$ cat src/rtl/nfc_demod_if.sv
// nfc_demod_if: pulse-record valid/ready bundle
//   pw_data  : pulse length in envelope windows
//   pw_level : modulation level held during that pulse
//   pw_valid : record available (producer)
//   pw_ready : record accepted (consumer)
interface nfc_demod_if #(
  parameter int CNT_W = 16
);
  logic [CNT_W-1:0] pw_data;
  logic pw_level;
  logic pw_valid;
  logic pw_ready;
  modport master(output pw_data, pw_level, pw_valid, input pw_ready);
  modport slave(input pw_data, pw_level, pw_valid, output pw_ready);
endinterface

$ cat src/rtl/nfc_demod.sv
// nfc_demod: NFC load-modulation envelope detector, hysteresis slicer and pulse-width meter
//   clk, rst        : clock, asynchronous active-high reset
//   v_samp, samp_en : signed coil sample and its strobe
//   thr_hi, thr_lo  : release / assert thresholds on the envelope
//   env_o           : peak magnitude of the last completed window
//   mod_o           : sliced level, 1 = carrier loaded
//   pw              : pulse records {pw_level, pw_data} over valid/ready
//   ovf             : sticky, a record was dropped
// Optional: NFC_DEMOD_GLITCH_FILT_EN requires a new level on two consecutive windows.
module nfc_demod #(
  parameter int WIDTH = 16,
  parameter int WIN = 16,
  parameter int CNT_W = 16
) (
  input  logic clk,
  input  logic rst,
  input  logic signed [WIDTH-1:0] v_samp,
  input  logic samp_en,
  input  logic [WIDTH-2:0] thr_hi,
  input  logic [WIDTH-2:0] thr_lo,
  output logic [WIDTH-2:0] env_o,
  output logic mod_o,
  nfc_demod_if.master pw,
  output logic ovf
);
  localparam int SW = $clog2(WIN);
  localparam logic [CNT_W-1:0] CMAX = '1;
  logic [WIDTH-1:0] neg;
  logic [WIDTH-2:0] mag, peak, run;
  logic [SW-1:0] scnt;
  logic win_end, env_upd, seen, sl_upd, chg, pend;
  logic tgt, nxt, pend_nxt, push, xfer;
  logic [1:0] step, step_nxt;
  logic [CNT_W-1:0] pcnt;
  logic [CNT_W:0] add1;
  logic [CNT_W+1:0] adds;
  assign neg = -v_samp;
  // The most-negative code negates to itself; clamp it to full scale.
  assign mag = !v_samp[WIDTH-1] ? v_samp[WIDTH-2:0] : neg[WIDTH-1] ? '1 : neg[WIDTH-2:0];
  assign peak = mag > run ? mag : run;
  assign win_end = samp_en && scnt == SW'(WIN - 1);
  assign tgt = env_o < thr_lo ? 1'b1 : env_o > thr_hi ? 1'b0 : mod_o;
`ifdef NFC_DEMOD_GLITCH_FILT_EN
  // New level is only taken once it repeats; the pending window stays out
  // of the count and is credited to the new pulse on confirmation (restart
  // at 1) or back to the old pulse when the excursion collapses (step 2).
  localparam bit FILT = 1'b1;
  assign nxt = tgt != mod_o && pend ? tgt : mod_o;
  assign pend_nxt = tgt != mod_o && !pend;
`else
  localparam bit FILT = 1'b0;
  assign nxt = tgt;
  assign pend_nxt = 1'b0;
`endif
  // The first evaluation after reset opens the first pulse and is not counted.
  assign step_nxt = !seen || pend_nxt ? 2'd0 : pend ? 2'd2 : 2'd1;
  assign add1 = {1'b0, pcnt} + (CNT_W + 1)'(1);
  assign adds = {2'b0, pcnt} + (CNT_W + 2)'(step);
  assign push = sl_upd && chg;
  assign xfer = pw.pw_valid && pw.pw_ready;
  always_ff @(posedge clk or posedge rst)
    if (rst) begin
      run <= '0;
      scnt <= '0;
      env_o <= '0;
      env_upd <= 1'b0;
    end else begin
      env_upd <= win_end;
      if (samp_en) begin
        run <= win_end ? '0 : peak;
        scnt <= win_end ? '0 : scnt + SW'(1);
        if (win_end) env_o <= peak;
      end
    end
  always_ff @(posedge clk or posedge rst)
    if (rst) begin
      mod_o <= 1'b0;
      pend <= 1'b0;
      seen <= 1'b0;
      sl_upd <= 1'b0;
      chg <= 1'b0;
      step <= 2'd0;
    end else begin
      sl_upd <= env_upd;
      if (env_upd) begin
        mod_o <= nxt;
        pend <= pend_nxt;
        seen <= 1'b1;
        chg <= nxt != mod_o;
        step <= step_nxt;
      end
    end
  always_ff @(posedge clk or posedge rst)
    if (rst) begin
      pcnt <= '0;
      pw.pw_data <= '0;
      pw.pw_level <= 1'b0;
      pw.pw_valid <= 1'b0;
      ovf <= 1'b0;
    end else begin
      if (sl_upd) pcnt <= chg ? CNT_W'(FILT) : adds > {2'b0, CMAX} ? CMAX : adds[CNT_W-1:0];
      if (push && (!pw.pw_valid || xfer)) begin
        pw.pw_data <= add1[CNT_W] ? CMAX : add1[CNT_W-1:0];
        pw.pw_level <= !mod_o;
        pw.pw_valid <= 1'b1;
      end else begin
        if (xfer) pw.pw_valid <= 1'b0;
        if (push) ovf <= 1'b1;
      end
    end
endmodule

$ cat src/flat_wrapper.sv
// flat-port wrapper written by rule: the top's interface ports become plain ports
module nfc_demod_flat 
#(
  parameter int WIDTH = 16,
  parameter int WIN = 16,
  parameter int CNT_W = 16
)
  (clk, rst, v_samp, samp_en, thr_hi, thr_lo, env_o, mod_o, ovf, pw_pw_data, pw_pw_level, pw_pw_valid, pw_pw_ready);
  nfc_demod_if #(.CNT_W(CNT_W)) pw_i ();
  input  logic clk;
  input  logic rst;
  input  logic signed [WIDTH-1:0] v_samp;
  input  logic samp_en;
  input  logic [WIDTH-2:0] thr_hi;
  input  logic [WIDTH-2:0] thr_lo;
  output logic [WIDTH-2:0] env_o;
  output logic mod_o;
  output logic ovf;
  output wire logic [$bits(pw_i.pw_data)-1:0] pw_pw_data;
  output wire logic [$bits(pw_i.pw_level)-1:0] pw_pw_level;
  output wire logic [$bits(pw_i.pw_valid)-1:0] pw_pw_valid;
  input wire logic [$bits(pw_i.pw_ready)-1:0] pw_pw_ready;
  assign pw_pw_data = pw_i.pw_data;
  assign pw_pw_level = pw_i.pw_level;
  assign pw_pw_valid = pw_i.pw_valid;
  assign pw_i.pw_ready = pw_pw_ready;
  nfc_demod #(.WIDTH(WIDTH), .WIN(WIN), .CNT_W(CNT_W)) u_core (.clk(clk), .rst(rst), .v_samp(v_samp), .samp_en(samp_en), .thr_hi(thr_hi), .thr_lo(thr_lo), .env_o(env_o), .mod_o(mod_o), .pw(pw_i), .ovf(ovf));
endmodule
$ cat config.mk
export PLATFORM = sky130hd
export DESIGN_NAME = nfc_demod_flat
export DESIGN_NICKNAME = d
export VERILOG_FILES = /design/src/rtl/nfc_demod_if.sv /design/src/rtl/nfc_demod.sv /design/src/flat_wrapper.sv
export SDC_FILE = /design/constraint.sdc
export NUM_CORES = 1
export LEC_CHECK = 0
export BUFFER_PORTS_ARGS = -buffer_cell sky130_fd_sc_hd__buf_4
export CAP_MARGIN = 20
export CORE_ASPECT_RATIO = 0.7
export CORE_UTILIZATION = 40
export DETAILED_ROUTE_END_ITERATION = 16
export PLACE_DENSITY = 0.69
export SETUP_SLACK_MARGIN = 0.2
export SLEW_MARGIN = 10
export SYNTH_ARGS = -nofsm -noshare
export SYNTH_HDL_FRONTEND = slang
export SYNTH_SLANG_ARGS = --single-unit
$ cat constraint.sdc
create_clock -name clk -period 2.2 [get_ports clk]
set_input_delay 0.33 -clock clk [delete_from_list [all_inputs] [get_ports clk]]
set_output_delay 0.33 -clock clk [all_outputs]
set_load 0.02 [all_outputs]
==> results by group <==
Route
  • Detailed-route DRC error count: 0
  • Via/cell ratio: 5.570
  • Final wirelength: 14220 um
  • DR pass1 iterations: 7
  • Detail Route Antenna Nets: 0
  • Via count: between 4000 and 5000
  • Iter 0 DRT Violations: 461
  • WL/cell: ~17 um

Synthesis
  • Synthesis Warnings: 0
  • Asr flop ratio synth: 100.0%
  • Largest family of logic cells by synthesized area: compound AO/OA/AOI/OAI gates
  • Netlist cell types: between 60 and 70
  • Post-Synth Simple-Gate Area: 16.01%
  • Seq/Total Area, Yosys: 37.34%
  • Syn nets: about 660
  • Mapped Area: 0.005026 mm^2
  • XOR/XNOR share of the synthesized area: 4.356%
  • Main synth FF type: dfrtp_1
  • Post-synthesis compound-gate area fraction: 21.71%
  • Mapped Cells: 563
  • Adder-cell share of the synthesized area: 12.20%
  • Mux contribution to synthesized area: 1.245%
  • Average size of a mapped cell: 8.927 um^2
  • #FFs+latches synth: 75
  • Number of synthesized flops with an enable pin: 0

CTS
  • Longest Clk Path Bufs: 2
  • CTS buffer count: 9
  • Skew-Pair Late Insertion Delay: ~330 ps
  • CTS tree: built
  • Clk slew on worst S/H paths: ~70 ps
  • Clock Root Buffer: clkbuf_16
  • Clk sink count: 75
  • CTS HTree Levels: 3

Layout
  • Area occupied by multi-input gates: 0.003042 mm^2
  • Design Area, Final: 0.006897 mm^2
  • Share of layout cells above drive strength 1: 33.57%
  • Area Overhead vs Synth: 37.22%
  • Layout Nets: between 700 and 800
  • Most frequent cells in the layout: buf_4, dfrtp_1, nand2_1
  • Register area: 0.001881 mm^2
  • Ant diodes: 0
  • Most common cell after layout, fill and taps aside: buf_4
  • Fill count: 1040

Run
  • Max Cap Violations: 0

Worst setup path
  • Reg2reg end: u_core.env_o[7]
  • Crit end category: flip-flop
  • CP Launch Type: input pin
  • Worst Setup SP: v_samp[1]
  • Crit path capture: u_core.env_o[7]
  • R2r worst-path depth: 10
  • CP required: about 2400 ps
  • Crit Path Category: input pin to flip-flop
  • Crit path max fanout: 7
  • R2R Path Start: u_core.run[9]
  • Critical Path AT: 3380 ps
  • Flop2flop setup slack: -90 ps

Floorplan
  • Cell Rows: 33
  • # IOs: 85
  • Core ar.: 0.01197 mm^2
  • Initial Util: 41.97%
  • Die Area: 0.01302 mm^2
  • Die width: 136.0 um
  • Height of the die: around 96 um

Place
  • Hpwl dp: 10440 um
  • DP Area: around 0.0063 mm^2
  • Final Wtd Congestion: 0.8724
  • IO buf count: 84

Run status
  • Outcome: finished, violations left
  • Failing checks: setup timing

Power and ir drop
  • Leak pwr: roughly 3.3 nW
  • Pwr dens: 1065 mW/mm^2
  • Peak supply drop: between 0.4 and 0.5 mV
  • Pwr Total: about 7.3 mW

STA
  • Slew @ Worst Pin: 639.0 ps
  • Clock skew: 9.728 ps
  • Setup ws final: -974.7 ps
  • Final Hold Fails: 0
  • Pins over their slew limit: 0
  • Slew headroom: 57.40%
  • # setup viols final: 30
  • Max Fclk: roughly 310 MHz
  • Tmin final: 3175 ps
  • Tcrit/Tclk final: 144.3%
  • RSZ-0062 raised after global routing: yes

Global routing
  • GRT Util Overall: about 22%
  • Maximum number of pins on one net before global-route repair: 76
  • Number of global-route vias before repair: about 4500
  • GRT overflow: 0
  • Initial antenna violation count: 0
  • First-pass GRT wire length: 22850 um

Worst hold path
  • Worst Hold Class: input pin to async pin
[worst max-delay path: stages]
cell	delay [ps]
buf_8	100
inv_6	50
ha_4	130
or4b_4	530
buf_6	150
o41ai_4	250
xor2_1	170
nand2_1	130
ha_4	240
a21oi_2	180
o21ai_4	90
a2111oi_4	350
a21oi_4	180
buf_6	170
buf_12	120
nand3_1	100
o311ai_1	100
[registers in the layout, summed over array words and instances (netlist names), 4 cells and up]
| name | flops |
|---|---|
| u_core.env_o | 15 |
| u_core.run | 15 |
| u_core.pcnt | 16 |
| u_core.scnt | 4 |
| u_core.pw.pw_data | 16 |
[worst min-delay path by stage]
stage,endpoint,cells after the start
after floorplan,u_core.seen,1
after global placement,u_core.seen,1
after detailed placement,u_core.seen,1
after CTS,u_core.pw.pw_valid,3
after global routing,u_core.ovf,3
final,u_core.pw.pw_level,3
[logic make-up after synthesis]
kind of cell,Yosys count
AND/OR/NAND/NOR,163
buffers and inverters,90
adder cells (fa/ha/maj),49
XOR/XNOR,25
AO/OA/AOI/OAI,155
multiplexers,6
flip-flops,75
[layout make-up]
type,count,share of cell area [%]
multi-input combinational,398,44.10
clock inverter,6,0.9797
sequential,75,27.27
timing repair buffer,160,18.38
tap,157,2.848
clock buffer,9,3.266
inverter,55,3.157
[per-layer routing]
layer | wire [um] | share of wire, % | global-route usage [%]
met5 | 0 | 0 | 0
met4 | 118 | 0.83 | 4.074
met3 | 856 | 6.0 | 3.265
met2 | 6267 | 44 | 35.20
met1 | 6978 | 49 | 33.04
[synth_stat cells, types with 8 or more instances]
cell type / count / share of area, %
dfrtp_1: 75 / 37
nand2_1: 58 / 4.3
inv_1: 54 / 4.0
a21oi_1: 51 / 5.1
ha_1: 49 / 12
nor2_1: 28 / 2.1
nand3_1: 27 / 2.7
clkbuf_1: 25 / 1.9
o21ai_0: 19 / 1.9
a32o_1: 15 / 3.0
xor2_1: 15 / 2.6
nand4_1: 12 / 1.5
a31o_2: 10 / 1.7
o311ai_0: 10 / 1.7
xnor2_1: 10 / 1.7
a21o_1: 9 / 1.3
buf_2: 8 / 0.80
[power by group]
part | switching (mW) | internal [mW] | total [mW]
Clock | 0.579 | 0.874 | 1.45
Combinational | 1.98 | 1.75 | 3.73
Sequential | 0.346 | 1.82 | 2.16
[through the flow]
stage	setup WS [ps]	hold WS, ps	util (%)	cells	TNS [ps]
CTS	-850.5	128.7	56.87	859	-24220
global placement	-1300	446.3	52.38	832	-36010
floorplan	-929.6	433.4	-	563	-26250
detailed placement	-1476	457.8	52.38	832	-39640
global route	-1110	139.9	57.60	860	-31300
finish	-974.7	114.0	57.60	860	-27210
[what timing repair did]
| item | CTS | global route |
|---|---|---|
| cloned | 4 | 0 |
| resized for setup | 35 | 20 |
| setup buffers | 8 | 1 |
| pin swaps | 10 | 3 |
| hold buffers | 0 | 0 |
| hold endpoints to repair | 0 | 0 |
| setup endpoints to repair | 32 | 36 |
Power figures use the tool's default switching activity.
